## src/rtl/cfg_serial_driver.sv

```systemverilog
// cfg_serial_driver: serialises configuration words onto s_clk/s_data, 5 phases per bit.
// Ports:
//   CLK, resetn          - clock (rising edge) and async active-low reset
//   in_valid/in_ready    - word handshake; in_data (MSB first), in_last (frame end)
//   abort                - synchronous cancel, drops current word and clears word_count
//   s_clk, s_data        - registered serial clock/data
//   busy, done           - not-IDLE indicator, one-cycle frame-complete pulse
//   word_count           - saturating count of completed words
module cfg_serial_driver #(
    parameter int          WORD_W    = 32,
    parameter logic [63:0] CTRL_WORD = 64'h0000_FAB1,
    parameter int          PHASE_CYC = 1,
    parameter int          CNT_W     = 16
) (
    input  logic              CLK,
    input  logic              resetn,
    input  logic              in_valid,
    output logic              in_ready,
    input  logic [WORD_W-1:0] in_data,
    input  logic              in_last,
    input  logic              abort,
    output logic              s_clk,
    output logic              s_data,
    output logic              busy,
    output logic              done,
    output logic [CNT_W-1:0]  word_count
);
    localparam int              BW   = (WORD_W > 1) ? $clog2(WORD_W) : 1;
    localparam logic [WORD_W-1:0] CTRL = CTRL_WORD[WORD_W-1:0];
    localparam logic [8:0]      PH   = 9'(PHASE_CYC);
    localparam logic [8:0]      PH3  = 9'(2 * PHASE_CYC);

    typedef enum logic [2:0] {IDLE, P0, P1, P2, P3} state_t;

    state_t            state_q, state_d;
    logic [BW-1:0]     bit_q, bit_d;
    logic [8:0]        cyc_q, cyc_d;
    logic [WORD_W-1:0] word_q, word_d;
    logic              last_q, last_d;
    logic              fresh_q, fresh_d;
    logic              s_clk_q, s_clk_d;
    logic              s_data_q, s_data_d;
    logic              done_q, done_d;
    logic [CNT_W-1:0]  cnt_q, cnt_d, cnt_inc;
    logic              ph_end, fin;

    always_comb begin
        ph_end   = cyc_q == ((state_q == P3) ? PH3 : PH) - 9'd1;
        fin      = state_q == P3 && ph_end && bit_q == '0;
        in_ready = state_q == IDLE || (fin && !last_q);
        cnt_inc  = (&cnt_q) ? cnt_q : cnt_q + CNT_W'(1);
        state_d  = state_q;
        bit_d    = bit_q;
        cyc_d    = (state_q == IDLE) ? 9'd0 : cyc_q + 9'd1;
        word_d   = word_q;
        last_d   = last_q;
        fresh_d  = fresh_q;
        cnt_d    = cnt_q;
        done_d   = 1'b0;
        if (abort) begin
            state_d = IDLE;
            bit_d   = '0;
            cyc_d   = '0;
            cnt_d   = '0;
            fresh_d = 1'b0;
        end else if (in_valid && in_ready) begin
            state_d = P0;
            bit_d   = BW'(WORD_W - 1);
            cyc_d   = '0;
            word_d  = in_data;
            last_d  = in_last;
            fresh_d = 1'b0;
            // fresh_q marks that a frame finished: the next accepted word starts a new count
            cnt_d   = fin ? cnt_inc : fresh_q ? '0 : cnt_q;
        end else if (state_q != IDLE && ph_end) begin
            cyc_d = '0;
            if (state_q != P3) begin
                state_d = (state_q == P0) ? P1 : (state_q == P1) ? P2 : P3;
            end else if (bit_q != '0) begin
                state_d = P0;
                bit_d   = bit_q - BW'(1);
            end else begin
                state_d = IDLE;
                cnt_d   = cnt_inc;
                done_d  = last_q;
                fresh_d = last_q;
            end
        end
        // Outputs are registered, so derive them from the state being entered
        s_clk_d  = state_d == P1 || state_d == P2;
        s_data_d = (state_d == P0 || state_d == P1) ? word_d[bit_d] :
                   (state_d == P2 || state_d == P3) ? CTRL[bit_d] : 1'b0;
    end

    always_ff @(posedge CLK or negedge resetn) begin
        if (!resetn) begin
            state_q  <= IDLE;
            bit_q    <= '0;
            cyc_q    <= '0;
            word_q   <= '0;
            last_q   <= 1'b0;
            fresh_q  <= 1'b0;
            s_clk_q  <= 1'b0;
            s_data_q <= 1'b0;
            done_q   <= 1'b0;
            cnt_q    <= '0;
        end else begin
            state_q  <= state_d;
            bit_q    <= bit_d;
            cyc_q    <= cyc_d;
            word_q   <= word_d;
            last_q   <= last_d;
            fresh_q  <= fresh_d;
            s_clk_q  <= s_clk_d;
            s_data_q <= s_data_d;
            done_q   <= done_d;
            cnt_q    <= cnt_d;
        end
    end

    assign s_clk      = s_clk_q;
    assign s_data     = s_data_q;
    assign busy       = state_q != IDLE;
    assign done       = done_q;
    assign word_count = cnt_q;
endmodule

```

## config.mk

```make
export PLATFORM = sky130hd
export DESIGN_NAME = cfg_serial_driver
export DESIGN_NICKNAME = d
export VERILOG_FILES = /design/src/rtl/cfg_serial_driver.sv
export SDC_FILE = /design/constraint.sdc
export NUM_CORES = 1
export LEC_CHECK = 0
export ABC_AREA = 0
export CAP_MARGIN = 20
export CORE_MARGIN = 1.5
export CORE_UTILIZATION = 35
export DETAILED_ROUTE_END_ITERATION = 8
export MAX_ROUTING_LAYER = met4
export PLACE_DENSITY = 0.61
export SKIP_LAST_GASP = 1
export SLEW_MARGIN = 20
export SYNTH_ARGS = -nofsm -noshare
export SYNTH_HDL_FRONTEND = slang
export SYNTH_SLANG_ARGS = --single-unit
```

## constraint.sdc

```tcl
create_clock -name CLK -period 3.1 [get_ports CLK]
set_input_delay 0.62 -clock CLK [delete_from_list [all_inputs] [get_ports CLK]]
set_output_delay 0.62 -clock CLK [all_outputs]
set_load 0.03 [all_outputs]
```

==> results of run 1 <==
-- cell families (layout without fill, tap and decap cells) --
kind of cell	after synthesis	count (layout)	synth area share (%)
and+or+nand+nor	138	138	19.0
AOI/OAI and AO/OA	74	74	14.7
DFF	70	70	46.2
muxes	40	40	11.5
buffers and inverters	27	116	2.94
xor gates and xnor gates	19	19	4.59
adders and majority gates	3	3	0.990
-- synth_stat cells (all sizes together) (2+ instances only) --
library cell / count
or3: 4
a22oi: 2
nor3: 13
dfrtp: 70
buf: 8
and3b: 2
xnor2: 5
o311a: 2
o31a: 2
and2: 3
nand2b: 6
a211oi: 6
a221oi: 3
nor2: 45
nor4: 5
nor4b: 2
nand4: 6
a21o: 4
nand3: 12
or4: 3
mux2i: 10
o21ba: 3
o21ai: 16
ha: 3
nand2: 25
and3: 2
o32ai: 2
xor2: 14
o211ai: 2
clkbuf: 9
inv: 10
o31ai: 2
nor3b: 3
mux2: 30
a21oi: 15
o21a: 2
-- layer usage --
layer	share of wire (%)	vias to the layer above	wire length [µm]	global-route usage [%]
met3	3.6	7	328	3.53
met4	1.0	0	93	4.67
met1	46	1517	4180	22.0
met5	0	-	0	-
met2	49	69	4440	27.6
li1	-	1516	-	-
-- through the flow --
stage | setup slack, ns | cell area [µm²] | hold slack, ns | utilization (%)
3_5_place_dp | -0.0557 | 4690 | 0.483 | 45.0
4_1_cts | 0.0134 | 4940 | 0.394 | 47.4
3_3_place_gp | 0.0192 | 4690 | 0.469 | 45.0
2_1_floorplan | 0.165 | 3790 | 0.324 | -
5_1_grt | 0.00176 | 5020 | 0.429 | 48.2
6_report | 0.145 | 5020 | 0.376 | 48.2
-- what timing repair did --
| action | 4_1_cts | 5_1_grt |
|---|---|---|
| buffers inserted | 0 | 3 |
| resized for setup | 1 | 12 |
| endpoints found under the setup margin | 1 | 1 |
| pin swaps | 0 | 0 |
| cloned | 0 | 0 |
-- layout make-up --
class                           instances  area share [%]
Multi-Input combinational cell        274            39.5
Sequential cell                        70            34.9
Timing Repair Buffer                   90            16.5
Tap cell                              136            3.39
Clock buffer                           11            2.82
Clock inverter                          5            2.12
Inverter                               10           0.747
-- worst max-delay path by stage --
stage               startpoint     end  cells after the start
CTS                   bit_q[0]  s_data                     13
global route          cyc_q[5]  s_data                     11
floorplan             bit_q[0]  s_data                     12
global placement      cyc_q[5]  s_data                     10
detailed placement    bit_q[0]  s_data                     13
finish                cyc_q[5]  s_data                     11
-- flip-flops by register name, summed over array words and instances, names as in the netlist --
name	cells
state_q	3
s_data	1
done	1
bit_q	5
word_count	16
last_q	1
fresh_q	1
word_q	32
cyc_q	9
s_clk	1
-- power groups by stage --
stage               Sequential (µW)  Clock, µW  Combinational, µW
floorplan                      1090          0                315
global placement               1100          0                500
detailed placement             1110          0                508
CTS                            1090        933                512
global route                   1100        975                582
finish                         1090        913                532
==> flow_metrics.py, run 1 <==
metrics = {
    "logic_synthesis": {
        "synth_cells": 371,
        "synth_nets": 411,
        "ys.flop_type": "dfrtp_1",
        "synth_top_area_share_pct": 46.2,
        "ys_ff_latch": 70,
        "syn-cell-area_um2": 3790,
        "yosysTopAreaCell": "dfrtp_1",
        "yosysWarnings": 0,
        "syn_avg_cell_area_um2": 10.2,
        "ys_types": 68,
        "synth_area_leaders": "dfrtp_1, mux2_2, nor2_1, xor2_1, mux2i_1",
        "synth_edf_count": 0,
        "postSynth.asyncResetShare_pct": 100,
        "seq_area_frac_synth_pct": 46.2,
    },
    "worst_setup_path": {
        "path_cells": "or4_4 > nor4b_4 > buf_6 > mux2i_1 > buf_4 > mux2i_2 > o21bai_1 > o221ai_1 > o31a_1 > o32ai_1 > a21o_1",
        "criticalPathCategory": "flip-flop to flip-flop",
        "critPathTopFamily": "simple AND/OR/NAND/NOR gates",
        "cp_slowest_stage_delay_ns": 0.58,
        "cp-end-kind": "flip-flop",
        "r2r-end": "s_data",
        "r2r_slack_ns": 0.15,
        "crit_path_start_kind": "flip-flop",
        "reg2reg_from": "cyc_q[5]",
        "slowest_stage": "or4_4",
        "crit_buf_inv": 2,
        "critPathRequiredTime_ns": 3.33,
        "crit_fanout": 5,
        "critPathArrivalTime_ns": 3.18,
        "rr_worst_depth": 11,
    },
    "status": {
        "status": "finished clean",
    },
    "power_and_ir_drop": {
        "clockPowerShare_pct": 36.0,
        "power_density_nw_per_um2": 505,
        "internal-power_uw": 1860,
        "irDropWorstVdd_mv": 0.315,
        "pwr-share-seq_pct": 43.0,
        "p_leak_uw": 0.00214,
        "combPwrFrac_pct": 21.0,
        "p_sw_uw": 673,
        "power_uw": 2540,
        "p_sw_share_pct": 26.5,
    },
    "routing": {
        "via_per_inst": 5.22,
        "drt_first_pass_iters": 4,
        "wl_um": 9040,
        "num_vias": 3109,
        "drc": 0,
        "drt-initial-drc-count": 86,
        "wl_per_cell_um": 15.2,
        "antenna_left": 0,
    },
    "placed_design": {
        "gp_congestion": 0.891,
        "port_buffers": 57,
        "dp.cells": 577,
        "dp_hpwl_um": 6630,
    },
    "clock_tree": {
        "clock-root-buffer": "clkbuf_8",
        "cts_inserted_buffers": 9,
        "cts_hold_buf": 0,
        "htree_levels": 3,
        "tritoncts": "yes",
        "clkTransAtPathRegs_ns": 0.07,
        "clkSinkCount": 70,
        "clock_latency_ns": 0.34,
        "clock_path_buffers": 2,
    },
    "global_routing": {
        "grt_pass1_wl_um": 15300,
        "grtUsageTotal_pct": 17.2,
        "grt_pass1_vias": 3103,
        "grt_max_degree": 37,
        "antenna_found_initial": 0,
        "grt.overflow.total": 0,
    },
    "sta": {
        "maxSlewHeadroom_pct": 44.5,
        "setup_tns_ns": 0,
        "skew_ns": 0.0115,
        "timing_hold_violations_final": 0,
        "slew_violations": 0,
        "rsz0062_at_grt": "false",
        "period_share_pct": 95.3,
        "fmax_mhz": 338,
        "min_period_ns": 2.95,
        "tightest_slew_ns": 0.833,
        "setup-violations-final": 0,
    },
    "die": {
        "core_area_um2": 10400,
        "die_height_um": 107,
        "die-area_um2": 11500,
        "ioPinCount": 58,
        "die_w_um": 107,
        "row_count": 37,
        "initial_utilization_pct": 36.4,
    },
    "final_layout": {
        "final_common_cell": "dfrtp_1",
        "drive_gt1_share_pct": 22.4,
        "final_cells": 596,
        "final_cell_mix": "dfrtp_1, clkdlybuf4s50_1, nor2_1",
        "diodes": 0,
        "seq_area_um2": 1750,
        "area_growth_syn_to_layout_pct": 32.4,
        "multi_input_area_um2": 1990,
        "fillers": 998,
        "fin_nets": 495,
    },
    "job": {
        "cap_violations": 0,
    },
    "worst_hold_path": {
        "hold_class": "input port to async pin",
    },
}
No activity file was read; power rests on OpenSTA's default activity.
==> run 2: changes to the inputs <==
--- a/config.mk
+++ b/config.mk
@@ -8,10 +8,10 @@
 export ABC_AREA = 0
 export CAP_MARGIN = 20
 export CORE_MARGIN = 1.5
-export CORE_UTILIZATION = 35
+export CORE_UTILIZATION = 45
 export DETAILED_ROUTE_END_ITERATION = 8
 export MAX_ROUTING_LAYER = met4
-export PLACE_DENSITY = 0.61
+export PLACE_DENSITY = 0.74
 export SKIP_LAST_GASP = 1
 export SLEW_MARGIN = 20
 export SYNTH_ARGS = -nofsm -noshare
==> run 2 against run 1 <==
Against the previous run: sequential power barely moved; highest routed layer unchanged; routed wire length shrank 0.67%; cell area rose by 0.95%.
==> flow_metrics.py, run 2 (synthesized netlist as in run 1, its figures left out) <==
metrics = {
    "global_routing": {
        "grt.overflow.total": 0,
        "antenna_found_initial": 0,
        "grt_pass1_vias": 3203,
        "grt_max_degree": 40,
        "grt_pass1_wl_um": 14700,
        "grtUsageTotal_pct": 21.6,
    },
    "sta": {
        "whs_ns": 0.335,
        "timing_hold_violations_final": 0,
        "fmax_mhz": 331,
        "slew_violations": 0,
        "period_share_pct": 97.4,
        "maxSlewHeadroom_pct": 50.9,
        "skew_ns": 0.00774,
        "setup_tns_ns": 0,
        "min_period_ns": 3.02,
        "tightest_slew_ns": 0.736,
        "setup-violations-final": 0,
    },
    "final_layout": {
        "final_util_pct": 62.0,
        "fin_nets": 509,
        "area_growth_syn_to_layout_pct": 33.7,
        "final_cell_mix": "dfrtp_1, clkdlybuf4s50_1, nor2_1, buf_4, mux2_2",
        "diodes": 0,
        "drive_gt1_share_pct": 24.7,
        "final_common_cell": "dfrtp_1",
        "final_cells": 579,
        "largest_register": "word_q",
        "largest_reg_flops": 32,
    },
    "clock_tree": {
        "cts_hold_buf": 0,
        "clock-root-buffer": "clkbuf_8",
        "cts_inserted_buffers": 9,
        "tritoncts": "yes",
        "clock_latency_ns": 0.35,
        "clkSinkCount": 70,
        "clock_path_buffers": 2,
        "clkTransAtPathRegs_ns": 0.08,
        "htree_levels": 3,
    },
    "status": {
        "status": "finished clean",
    },
    "job": {
        "cap_violations": 0,
    },
    "routing": {
        "num_vias": 3242,
        "drt_first_pass_iters": 4,
        "drt-initial-drc-count": 162,
        "wl_um": 8980,
        "drc": 0,
        "wl_per_cell_um": 15.5,
        "antenna_left": 0,
        "via_per_inst": 5.60,
    },
    "die": {
        "ioPinCount": 58,
        "initial_utilization_pct": 46.4,
        "core_area_um2": 8180,
        "die_w_um": 94.8,
        "die-area_um2": 8990,
        "die_height_um": 94.8,
        "row_count": 33,
    },
    "worst_setup_path": {
        "r2r_slack_ns": 0.08,
        "criticalPathCategory": "flip-flop to flip-flop",
        "r2r-end": "s_data",
        "critPathArrivalTime_ns": 3.30,
        "crit_path_start_kind": "flip-flop",
        "reg2reg_from": "cyc_q[2]",
        "critPathRequiredTime_ns": 3.38,
        "crit_fanout": 3,
        "rr_worst_depth": 12,
        "cp-end-kind": "flip-flop",
    },
    "worst_hold_path": {
        "hold_class": "input port to async pin",
    },
    "placed_design": {
        "gp_congestion": 0.853,
        "port_buffers": 57,
        "dp_hpwl_um": 6420,
        "dp.cells": 557,
    },
    "power_and_ir_drop": {
        "power_density_nw_per_um2": 501,
        "irDropWorstVdd_mv": 0.362,
        "power_uw": 2540,
        "p_leak_uw": 0.00222,
    },
}
run 2: cell types whose count changed in the layout (fill, tap and decap cells not counted), sizes merged:
| cell | previous run | this run |
|---|---|---|
| buf | 35 | 48 |
| inv | 10 | 12 |
| clkbuf | 11 | 9 |
| dlygate4sd2 | 0 | 1 |
run 2: worst max-delay path, cell delays in order, from the launching register on:
cell,delay (ns)
dfrtp_1,0.40
or4_4,0.54
nor4b_4,0.34
buf_4,0.17
mux2i_2,0.24
buf_4,0.16
o211ai_1,0.11
a211oi_2,0.23
a2111oi_1,0.08
buf_4,0.16
o31a_1,0.25
o32ai_2,0.12
a21o_1,0.16
run 2: power breakdown:
part / total (µW) / internal, µW / leakage [µW] / switching (µW)
clock: 906 / 539 / 0.000120 / 367
combinational: 544 / 285 / 0.00120 / 259
sequential: 1090 / 1030 / 0.000897 / 60.6
run 2: final cells by class:
type | instances | area, µm²
timing repair buffer | 104 | 933
clock buffer | 9 | 124
sequential | 70 | 1750
fill | 704 | 3110
clock inverter | 7 | 120
inverter | 10 | 37.5
multi-input combinational | 274 | 1970
tap | 105 | 131
run 2: worst max path at each step:
stage,slack (ns),start,end,cells past startpoint
3_3_place_gp,0.08,in_valid,s_data,10
4_1_cts,0.07,cyc_q[5],s_data,11
6_report,0.08,cyc_q[2],s_data,12
2_1_floorplan,0.17,bit_q[0],s_data,12
3_5_place_dp,0.03,in_valid,s_data,12
5_1_grt,-0.06,cyc_q[2],s_data,11
run 2: metal layers:
layer | wire length (µm) | track usage (%) | up-vias
li1 | - | - | 1548
met1 | 4020 | 27.7 | 1586
met2 | 4430 | 34.5 | 94
met3 | 371 | 3.38 | 14
met4 | 152 | 8.08 | 0
met5 | 0 | - | -
run 2: what timing repair did:
action | in CTS | in global routing
setup endpoints to repair | 1 | 1
resized for setup | 1 | 11
buffers inserted | 0 | 6
pin swaps | 0 | 5
run 2: stage by stage:
stage	instance area, µm²	worst slack (ns)
floorplan	3790	0.165
global placement	4740	0.0847
detailed placement	4740	0.0271
CTS	4980	0.0743
global route	5070	-0.0565
finish	5070	0.0799
